### src/rtl/vc_output_arbiter.sv
// vc_output_arbiter: per-output-port switch scheduler for the VC router.
// Round-robin over packet heads with a wormhole lock held until the tail,
// gated by per-VC downstream credit counters. The grant is combinational
// from registered state and request inputs; credit_ret only reaches the
// grant through the registered credit counters.
//
// state  | meaning
// S_IDLE | link free; arbitrate among eligible head flits from rr_ptr
// S_LOCKED | multi-flit packet from owner holds the link until its tail
module vc_output_arbiter #(
  parameter  int NUM_VC    = 4,
  parameter  int BUF_DEPTH = 4,
  localparam int IDXW      = $clog2(NUM_VC),
  localparam int CRW       = $clog2(BUF_DEPTH + 1)
) (
  input  logic              clk,
  input  logic              reset,
  input  logic [NUM_VC-1:0] req,
  input  logic [NUM_VC-1:0] head,
  input  logic [NUM_VC-1:0] tail,
  input  logic [NUM_VC-1:0] credit_ret,
  output logic [NUM_VC-1:0] grant,
  output logic              grant_valid,
  output logic [IDXW-1:0]   grant_idx,
  output logic              pipe_enable,
  output logic              locked,
  output logic              credit_err
);

  typedef enum logic {S_IDLE = 1'b0, S_LOCKED = 1'b1} state_t;

  state_t          state;
  logic [IDXW-1:0] owner;
  logic [IDXW-1:0] rr_ptr;
  logic [CRW-1:0]  credit [NUM_VC];

  logic [NUM_VC-1:0] eligible;
  logic [NUM_VC-1:0] grant_c;
  logic              win_any;
  logic [IDXW-1:0]   win_idx;

  function automatic logic [IDXW-1:0] next_idx(input logic [IDXW-1:0] idx);
    return IDXW'((int'(idx) + 1) % NUM_VC);
  endfunction

  // A VC may only be granted when it requests and has downstream space.
  always_comb begin
    eligible = '0;
    for (int i = 0; i < NUM_VC; i++) begin
      eligible[i] = req[i] && (credit[i] != '0);
    end
  end

  // Winner selection: rotating scan over heads when idle, owner-only when locked.
  always_comb begin
    logic [IDXW-1:0] cand;
    win_any = 1'b0;
    win_idx = '0;
    cand    = '0;
    if (state == S_IDLE) begin
      for (int k = 0; k < NUM_VC; k++) begin
        cand = IDXW'((int'(rr_ptr) + k) % NUM_VC);
        if (!win_any && eligible[cand] && head[cand]) begin
          win_any = 1'b1;
          win_idx = cand;
        end
      end
    end else if (eligible[owner]) begin
      win_any = 1'b1;
      win_idx = owner;
    end
    if (reset) begin
      win_any = 1'b0;
      win_idx = '0;
    end
  end

  // One-hot grant and derived status outputs, all quiet during reset.
  always_comb begin
    grant_c = '0;
    if (win_any) begin
      grant_c[win_idx] = 1'b1;
    end
    grant       = grant_c;
    grant_valid = win_any;
    grant_idx   = win_any ? win_idx : '0;
    pipe_enable = win_any;
    locked      = (state == S_LOCKED) && !reset;
  end

  // Lock / round-robin pointer FSM.
  always_ff @(posedge clk) begin
    if (reset) begin
      state  <= S_IDLE;
      owner  <= '0;
      rr_ptr <= '0;
    end else begin
      case (state)
        S_IDLE: begin
          if (win_any) begin
            if (tail[win_idx]) begin
              rr_ptr <= next_idx(win_idx);
            end else begin
              state <= S_LOCKED;
              owner <= win_idx;
            end
          end
        end
        S_LOCKED: begin
          if (win_any && tail[owner]) begin
            state  <= S_IDLE;
            rr_ptr <= next_idx(owner);
          end
        end
        default: state <= S_IDLE;
      endcase
    end
  end

  // Credit counters: grant consumes a slot, credit_ret frees one; both cancel.
  // A return into a full counter is a downstream protocol error and is sticky.
  always_ff @(posedge clk) begin
    if (reset) begin
      for (int i = 0; i < NUM_VC; i++) begin
        credit[i] <= CRW'(BUF_DEPTH);
      end
      credit_err <= 1'b0;
    end else begin
      for (int i = 0; i < NUM_VC; i++) begin
        if (grant_c[i] && !credit_ret[i]) begin
          credit[i] <= credit[i] - CRW'(1);
        end else if (credit_ret[i] && !grant_c[i]) begin
          if (credit[i] == CRW'(BUF_DEPTH)) begin
            credit_err <= 1'b1;
          end else begin
            credit[i] <= credit[i] + CRW'(1);
          end
        end
      end
    end
  end

endmodule

### config.mk
export PLATFORM = sky130hd
export DESIGN_NAME = vc_output_arbiter
export DESIGN_NICKNAME = d
export VERILOG_FILES = /design/src/rtl/vc_output_arbiter.sv
export SDC_FILE = /design/constraint.sdc
export NUM_CORES = 1
export LEC_CHECK = 0
export CAP_MARGIN = 15
export CORE_AREA = 2 2 61 63
export CTS_BUF_LIST = sky130_fd_sc_hd__clkbuf_2
export DETAILED_ROUTE_END_ITERATION = 6
export DIE_AREA = 0 0 63 65
export PLACE_DENSITY_LB_ADDON = 0.12
export SLEW_MARGIN = 10
export SYNTH_ARGS = -nofsm -noshare
export SYNTH_HDL_FRONTEND = slang
export SYNTH_SLANG_ARGS = --single-unit
### constraint.sdc
create_clock -name clk -period 3.85 [get_ports clk]
set_clock_uncertainty 0.15 [all_clocks]
set_input_delay 0.9625 -clock clk [delete_from_list [all_inputs] [get_ports clk]]
set_output_delay 0.9625 -clock clk [all_outputs]
set_load 0.05 [all_outputs]
==> results of run 1 <==
-- Yosys cell counts, types with 3 or more instances --
master / n / share of area [%]
a21oi_1: 7 / 2.1
a31o_2: 3 / 1.6
clkbuf_8: 3 / 2.5
dfxtp_1: 6 / 7.3
edfxtp_1: 12 / 22
fa_1: 3 / 3.6
ha_1: 3 / 2.3
inv_1: 11 / 2.5
mux2_2: 3 / 2.0
mux2i_1: 6 / 3.6
nand2_1: 21 / 4.8
nand3_1: 8 / 2.4
nor2_1: 13 / 3.0
o211ai_1: 3 / 1.4
o221ai_1: 4 / 2.1
o22ai_1: 3 / 1.1
o311a_1: 3 / 1.8
or2_2: 5 / 1.9
or3_4: 3 / 2.0
xor2_1: 3 / 1.6
-- flip-flops by register name (all words and copies together), names as in the netlist --
name	flops
owner	2
rr_ptr	2
credit_err	1
credit	12
state	1
-- layer usage --
metal	vias to the layer above	global-route usage, %	routed length (um)
met5	-	0	0
met4	0	11.9	123
met3	14	3.47	220
met2	52	41.6	2520
met1	859	32.2	2060
li1	833	-	-
-- critical path, stage by stage --
cell     delay (ns)
buf_6          0.09
o311a_1        0.12
or3_4          0.38
or3b_1         0.35
a311o_1        0.38
nand3_2        0.15
inv_4          0.05
nor2_4         0.14
buf_12         0.15
-- kinds of logic (layout without fill, tap and decap cells) --
group | after synthesis | in the layout | share of synthesized area [%]
adder cells (fa/ha/maj) | 6 | 6 | 5.91
XOR/XNOR | 4 | 4 | 2.12
multiplexers | 12 | 12 | 9.55
AO/OA/AOI/OAI | 51 | 51 | 25.6
AND/OR/NAND/NOR | 65 | 65 | 20.8
buffers and inverters | 20 | 96 | 6.82
flip-flops | 18 | 18 | 29.1
-- cell type report --
type	instances	area, um^2
Inverter	14	57.6
Clock inverter	1	3.75
Clock buffer	3	15.0
Timing Repair Buffer	78	709
Fill cell	288	1010
Tap cell	48	60.1
Sequential cell	18	480
Multi-Input combinational cell	138	1160
-- worst min-delay path by stage --
stage,startpoint,slack (ns),endpoint,cells after the start
CTS,credit_err,0.46,credit_err,2
global route,credit_err,0.52,credit_err,2
global placement,credit_err,0.41,credit_err,2
detailed placement,credit_err,0.43,credit_err,2
finish,credit_err,0.46,credit_err,2
floorplan,owner[1],0.38,owner[1],2
-- power groups by stage --
stage          clock [mW]  sequential [mW]  combinational [mW]
6_report           0.0877            0.410                1.15
4_1_cts            0.0891            0.413                1.07
3_5_place_dp            0            0.429               0.930
3_3_place_gp            0            0.423               0.907
5_1_grt            0.0991            0.425                1.23
2_1_floorplan           0            0.378               0.652
-- repair_timing --
| action | in CTS | in global routing |
|---|---|---|
| setup buffers | 11 | 9 |
| setup endpoints to repair | 11 | 10 |
| pin swaps | 11 | 7 |
| gates resized for setup | 43 | 15 |
==> impl_metrics.env, run 1 <==
export IMPL_core_area_um2=3500
export IMPL_gp_congestion=0.902
export IMPL_critPathLaunch="head[2]"
export IMPL_yosysSeqAreaShare_pct=29.1
export IMPL_fmax_mhz=257
export IMPL_fp_dieH_um=65
export IMPL_cts_made_buffers=3
export IMPL_drc=0
export IMPL_critPathKind="in2out"
export IMPL_r2r_end="credit[2][2]"
export IMPL_synth_cells=176
export IMPL_power_density_nw_per_um2=662
export IMPL_violations="negative setup slack"
export IMPL_leakagePower_nw=1.03
export IMPL_ir_worst_vdd_mv=0.357
export IMPL_wire_per_inst_um=16.4
export IMPL_rsz0062_at_grt="yes"
export IMPL_cp_required_ns=2.74
export IMPL_synth_edf_count=12
export IMPL_slew_headroom_pct=66.4
export IMPL_port_buffer_count=27
export IMPL_drtIter0Drc=144
export IMPL_crit_path_max_fanout=4
export IMPL_grt_pass1_vias=1688
export IMPL_swShare_pct=46.1
export IMPL_p_seq_share_pct=25.0
export IMPL_finalCriticalPeriod_ns=3.90
export IMPL_syn_avg_cell_area_um2=9.38
export IMPL_hold_slack_ns=0.455
export IMPL_ff2ff_path_depth=11
export IMPL_clock_sinks=18
export IMPL_synth_fp_nets=200
export IMPL_ys_seq_elements=18
export IMPL_fin_crit_sh_pct=101
export IMPL_ys_async_sr_fraction_pct=0
export IMPL_final_hold_viol_count=0
export IMPL_setup_violations=3
export IMPL_cts_buffer_depth=2
export IMPL_dpl_cell_count=276
export IMPL_ant_nets=0
export IMPL_area_delta_synth_final_pct=50.6
export IMPL_cp_end_kind="primary output"
export IMPL_reg2reg_slack_ns=0.12
export IMPL_clk_pin_slew_ns=0.18
export IMPL_start_util_pct=47.2
export IMPL_clockRootBuffer="clkbuf_2"
export IMPL_antenna_cells=0
export IMPL_row_count=22
export IMPL_layout_drive_gt1_share_pct=44.8
export IMPL_post_route_util_pct=71.1
export IMPL_die_area_um2=4100
export IMPL_cp_endpoint="grant[1]"
export IMPL_status="finished, violations left"
export IMPL_synth_warnings=0
export IMPL_dp_hpwl_mm=3.48
export IMPL_r2r_start="credit[0][1]"
export IMPL_via_per_inst=5.86
export IMPL_grt_first_pass_wirelength_mm=8.03
export IMPL_hold_path_class="reg2reg"
export IMPL_start_kind="input pin"
export IMPL_intPower_uw=887
export IMPL_io_pins=28
export IMPL_cts_hold_buf=0
export IMPL_drt_wl_total_mm=4.93
export IMPL_drt_first_pass_iters=4
export IMPL_layout_common_cells="buf_4, nand2_1, edfxtp_1"
export IMPL_worst_slew_pin_slew_ns=0.503
export IMPL_synth_cell_types=62
export IMPL_switchingPower_uw=758
export IMPL_stdcell_count=300
export IMPL_cts_tree="built"
export IMPL_vias=1758
export IMPL_p_total_mw=1.64
export IMPL_max_cap_violations=0
export IMPL_grt_overflow=0
export IMPL_synth_top_flop_cell="edfxtp_1"
export IMPL_worstPathArrival_ns=2.78
export IMPL_layout_commonest_cell="buf_4"
export IMPL_clock_power_share_pct=5.3
export IMPL_antenna_found_initial=0
export IMPL_stdcell_area_um2=2480
export IMPL_globalRouteTotalUtil_pct=25.1
export IMPL_finalSetupTns_ns=-0.0920
export IMPL_slew_viol_final=0
export IMPL_syn_area_um2=1650
export IMPL_nNetsFinal=277
export IMPL_dp_slack_ns=-0.530
export IMPL_dpl_cell_area_um2=2220
export IMPL_comb_power_share_pct=69.7
export IMPL_fp_dieW_um=63
export IMPL_grt_max_degree=15
export IMPL_clkLatencyLatePin_ns=0.32
export IMPL_setup_ws_ns=-0.0454
export IMPL_cts_max_level=1
(Power assumes the default switching activity.)
==> inputs of run 2 (changes only) <==
Clock period 3.85 ns to 4.9 ns, I/O delays scaled along.
==> run 2 against run 1 <==
Compared with the run above: the flow now finishes without violations; worst setup slack better by 0.11 ns; count of clock-buffer cells in the layout unchanged; via count down 11%; critical path depth unchanged; non-clock buffer count down 43; worst hold slack worse by 0.0079 ns; core utilization down 12 points; register-to-register slack better by 0.90 ns; largest cell class unchanged; largest power group unchanged.
==> impl_metrics.env, run 2 (synthesis results as in run 1) <==
export IMPL_status="completed"
export IMPL_antenna_cells=0
export IMPL_drt_first_pass_iters=5
export IMPL_drtIter0Drc=125
export IMPL_finalSetupTns_ns=0
export IMPL_critPathKind="in2out"
export IMPL_power_density_nw_per_um2=529
export IMPL_hold_path_class="reg2reg"
export IMPL_clk_pin_slew_ns=0.18
export IMPL_antenna_found_initial=0
export IMPL_vias=1565
export IMPL_p_seq_share_pct=30.9
export IMPL_r2r_start="credit[2][0]"
export IMPL_port_buffer_count=27
export IMPL_leakagePower_nw=0.781
export IMPL_crit_path_max_fanout=4
export IMPL_core_area_um2=3500
export IMPL_max_cap_violations=0
export IMPL_clock_sinks=18
export IMPL_drt_wl_total_mm=3.99
export IMPL_reg2reg_slack_ns=1.02
export IMPL_clkLatencyLatePin_ns=0.33
export IMPL_layout_common_cells="nand2_1, clkdlybuf4s50_1, nor2_1, edfxtp_1"
export IMPL_globalRouteTotalUtil_pct=20.1
export IMPL_cp_required_ns=3.52
export IMPL_dp_slack_ns=0.00678
export IMPL_worst_slew_pin_slew_ns=0.727
export IMPL_swShare_pct=47.9
export IMPL_cts_max_level=1
export IMPL_drc=0
export IMPL_switchingPower_uw=519
export IMPL_hold_slack_ns=0.447
export IMPL_setup_ws_ns=0.0695
export IMPL_intPower_uw=565
export IMPL_finalCriticalPeriod_ns=4.83
export IMPL_ff2ff_path_depth=11
export IMPL_cts_tree="built"
export IMPL_die_area_um2=4100
export IMPL_slew_viol_final=0
export IMPL_start_kind="input pin"
export IMPL_fmax_mhz=207
export IMPL_nNetsFinal=234
export IMPL_io_pins=28
export IMPL_row_count=22
export IMPL_whs_endpoint="owner[1]"
export IMPL_rsz0062_at_grt="no"
export IMPL_grt_pass1_vias=1378
export IMPL_ir_worst_vdd_mv=0.219
export IMPL_clock_power_share_pct=6.6
export IMPL_area_delta_synth_final_pct=24.2
export IMPL_largestRegisters="credit (12), owner (2), rr_ptr (2)"
export IMPL_post_route_util_pct=58.6
export IMPL_via_per_inst=6.09
export IMPL_ant_nets=0
export IMPL_final_hold_viol_count=0
export IMPL_grt_util_met2_pct=31.5
export IMPL_r2r_end="credit[2][2]"
export IMPL_clockRootBuffer="clkbuf_2"
export IMPL_dp_hpwl_mm=3.11
export IMPL_hold_path_cell_count=2
export IMPL_min_delay_start="owner[1]"
export IMPL_slew_headroom_pct=50.9
export IMPL_worstPathArrival_ns=3.46
export IMPL_gp_congestion=0.874
export IMPL_wire_per_inst_um=15.5
export IMPL_start_util_pct=47.2
export IMPL_grt_overflow=0
export IMPL_cp_end_kind="primary output"
export IMPL_fp_dieW_um=63
export IMPL_top_usage_layer="met2"
export IMPL_cts_buffer_depth=2
export IMPL_layout_commonest_cell="nand2_1"
export IMPL_met1_usage_pct=27.2
export IMPL_cts_hold_buf=0
export IMPL_fin_crit_sh_pct=98.6
export IMPL_comb_power_share_pct=62.5
export IMPL_cts_made_buffers=3
export IMPL_largest_reg_flops=12
export IMPL_layout_drive_gt1_share_pct=23.0
export IMPL_setup_violations=0
export IMPL_grt_first_pass_wirelength_mm=6.53
export IMPL_fp_dieH_um=65
export IMPL_largest_register="credit"
export IMPL_grt_max_degree=15
export IMPL_met3_usage_pct=3.65
-- run 2: changes by cell type in the layout (fill, tap and decap cells not counted), moves of 3 or more --
cell,change
nand2_1,+4
buf_4,-41
buf_6,-5
inv_1,+5
inv_2,-3
clkdlybuf4s50_1,+9
-- run 2: worst max-delay path by stage --
stage | from | cells past startpoint | slack (ns) | endpoint
after floorplan | req[2] | 7 | 0.12 | grant[1]
final | req[2] | 9 | 0.07 | pipe_enable
after global routing | req[2] | 9 | 0.01 | pipe_enable
after detailed placement | req[2] | 9 | 0.007 | grant[1]
after global placement | req[2] | 9 | 0.06 | grant[1]
after CTS | req[2] | 9 | 0.002 | grant[1]
-- run 2: area by class of cell --
| type | instances | area [um^2] |
|---|---|---|
| clock inverters | 1 | 3.75 |
| repair buffers | 35 | 373 |
| multi-input cells | 138 | 1060 |
| inverters | 14 | 52.6 |
| clock buffers | 3 | 15.0 |
| fillers | 318 | 1450 |
| flip-flops and latches | 18 | 480 |
| well taps | 48 | 60.1 |
-- run 2: metal layers --
metal  vias to the layer above  part of all wire, %
met5                         -                    0
met4                         0                  2.4
met3                        11                  6.0
met2                        60                   48
met1                       751                   44
li1                        743                    -
-- run 2: power groups by stage --
stage	clock network (mW)	registers, mW	logic, mW
6_report	0.0716	0.335	0.678
5_1_grt	0.0771	0.346	0.730
4_1_cts	0.0730	0.330	0.675
3_5_place_dp	0	0.333	0.673
3_3_place_gp	0	0.331	0.652
2_1_floorplan	0	0.297	0.505
-- run 2: through the flow --
step                      area [um^2]  cells  total power [mW]
after floorplan                  1650    176             0.802
after global placement           2020    253             0.982
after detailed placement         2020    253              1.01
after CTS                        2040    257              1.08
after global routing             2050    257              1.15
final                            2050    257              1.08
-- run 2: timing repair --
action	in CTS	in global routing
endpoints found under the setup margin	0	5
resized for setup	0	2
hold endpoints to repair	0	0
setup buffers	0	0
-- run 2: worst max-delay path, cell delays in order --
cell and delay, ns:
clkdlybuf4s50_1 0.44, o311a_1 0.17, or3_4 0.39, or3_1 0.31, a311o_1 0.36, buf_4 0.17
nand2_1 0.11, inv_1 0.08, buf_4 0.19
==> inputs of run 3 (changes only) <==
Settings changed: SKIP_CTS_REPAIR_TIMING set to 1.
==> results of run 3 <==
Same layout as run 2: the final DEF is identical, and so are final timing and power.
==> RTL edit, RTL diff (config.mk and constraints of run 1) <==
Change the parameter `BUF_DEPTH` from 4 to 8.
--- a/src/rtl/vc_output_arbiter.sv
+++ b/src/rtl/vc_output_arbiter.sv
@@ -9,7 +9,7 @@
 // S_LOCKED | multi-flit packet from owner holds the link until its tail
 module vc_output_arbiter #(
   parameter  int NUM_VC    = 4,
-  parameter  int BUF_DEPTH = 4,
+  parameter  int BUF_DEPTH = 8,
   localparam int IDXW      = $clog2(NUM_VC),
   localparam int CRW       = $clog2(BUF_DEPTH + 1)
 ) (
Function: same outputs for any inputs over 4 cycles, from zero or initial values and one cycle with reset high; that may be too few to reach the edited logic, so the function may still have changed.
==> RTL edit against run 1 <==
- non-clock buffer count is 4 higher
- synthesized area rose by 15%
- sequential cell count increased by 4
- power up 5.2%
- largest power group unchanged
- largest cell class unchanged
- highest routed layer unchanged
- routed wire length up 9.4%
- cell area increased by 15%
- maximum frequency rose by 2.5%
- critical endpoint unchanged
- setup slack gained 95 ps
==> RTL edit: results (changes against run 1) <==
metric	value	unit	change
worst path arrival time	2690	ps	-90 ps
clock-pin slew on the worst setup and hold paths	230	ps	+50 ps
Overall Global Routing Usage	0.265		+0.0147
via count	2016		+15%
GP Congestion	0.963		+6.8%
post-synthesis sequential area ratio	0.317		+0.0263
Initial DRC Count	171		+19%
layout cells sized above 1	0.379		-0.0695
worst hold path class	flip-flop to flip-flop		
fillers	226		-22%
CTS max path bufs	2		unchanged
placed cell count	312		+13%
crit-path leading delay family	buffers and inverters		
TritonCTS buffer count	3		unchanged
Primary FF master, synth	edfxtp_1		
leak pwr	0.00118	uW	+15%
Least-Margin Pin Slew	485	ps	-17.7 ps
worst reg2reg path startpoint	credit[2][2]		
clock latency on the worst-skew pair	340	ps	+20 ps
Crit. Startpoint	head[3]		
registers with the most flip-flops	credit x16, owner x2, rr_ptr x2		
multiplexer share of the synthesized area	0.0860		-0.00955
Synth Area in XOR/XNOR	0.0278		+0.00655
Synth Area in Compound Gates	0.215		-0.0413
DP Area	2580	um^2	+17%
first-pass GRT wire length	8750	um	+8.9%
Final Instance Count excl. Fillers	333		+11%
# H-tree levels	1		unchanged
number of global-route vias before repair	1924		+14%
synth unique cells	59		-4.8%
status	complete, no violations		
critical path peak fanout	4		unchanged
DP Worst Slack	-395	ps	+135 ps
area share of fa/ha/maj cells after synthesis	0.0847		+0.0255
number of diodes	0		unchanged
HP Start	rr_ptr[0]		
Layout Nets	315		+14%
final wirelength	5400	um	+9.4%
Synth top cells by count	24 x nand2_1, 17 x nor2_1, 16 x edfxtp_1		
DP Wirelength	3970	um	+14%
Synth Warn #	0		unchanged
First-pass DRT Iterations	4		unchanged
EDFF count, synth	16		+4
largest net degree at the start of global routing	14		-1
Worst VDD drop	419	uV	+17%
Root Driver	clkbuf_2		
Final setup viols	0		-3
Critical Path Max Stage Delay	310	ps	-70 ps
CP max stage cell	or3_1		
Syn Nets	235		+18%
Synth area leaders	edfxtp_1 25%, dfxtp_1 6.3%, ha_1 5.3%, nand2_1 4.8%, nor2_1 3.4%		
Post-Syn Area per Cell	9.18	um^2	-2.1%
==> RTL edit: changes by cell type after synthesis, moves of 4 or more <==
cell and change:
o21ai_0 +7, nor3_1 +6, ha_1 +5, a21o_1 +4, edfxtp_1 +4, nor2_1 +4, or2_2 -4, or3_1 +4
xnor2_1 +4
==> RTL edit: area by class of cell <==
class / instances / area share
Clock buffer: 3 / 0.00527
Clock inverter: 1 / 0.0105
Inverter: 14 / 0.0184
Multi-Input combinational cell: 163 / 0.462
Sequential cell: 22 / 0.211
Tap cell: 48 / 0.0211
Timing Repair Buffer: 82 / 0.272
==> RTL edit: what timing repair did <==
| item | CTS | global route |
|---|---|---|
| resized for setup | 19 | 17 |
| pin swaps | 12 | 9 |
| endpoints found under the setup margin | 10 | 11 |
| buffers inserted | 8 | 11 |
==> RTL edit: power by group <==
part | internal (uW) | switching (uW)
sequential | 337 | 81.5
combinational | 571 | 572
clock | 89.4 | 78.7
total | 997 | 733
==> RTL edit: worst paths after layout <==
path | endpoint | slack (ps) | cells after the start
hold / removal | rr_ptr[0] | 440 | 2
setup reg to reg | credit[2][3] | 100 | 14
hold reg to reg | rr_ptr[0] | 440 | 2
setup / recovery | grant[1] | 50 | 10
==> RTL edit: cell families after synthesis <==
group,after synthesis
simple gates,82
compound gates,52
flops,22
buf+inv,21
mux,12
fa+ha+maj,11
xor+xnor,6
==> RTL edit: stage by stage <==
stage / hold WS (ps) / utilization
after floorplan: 348 / -
final: 444 / 0.816
after global routing: 478 / 0.816
after detailed placement: 400 / 0.739
after CTS: 431 / 0.781
after global placement: 394 / 0.739
==> RTL edit: per-layer routing <==
metal  GRT usage  vias up  share of wire
li1            -      938              -
met5           0        -              0
met2       0.444       99           0.49
met3      0.0208       13          0.068
met4       0.114        0          0.027
met1       0.354      966           0.41
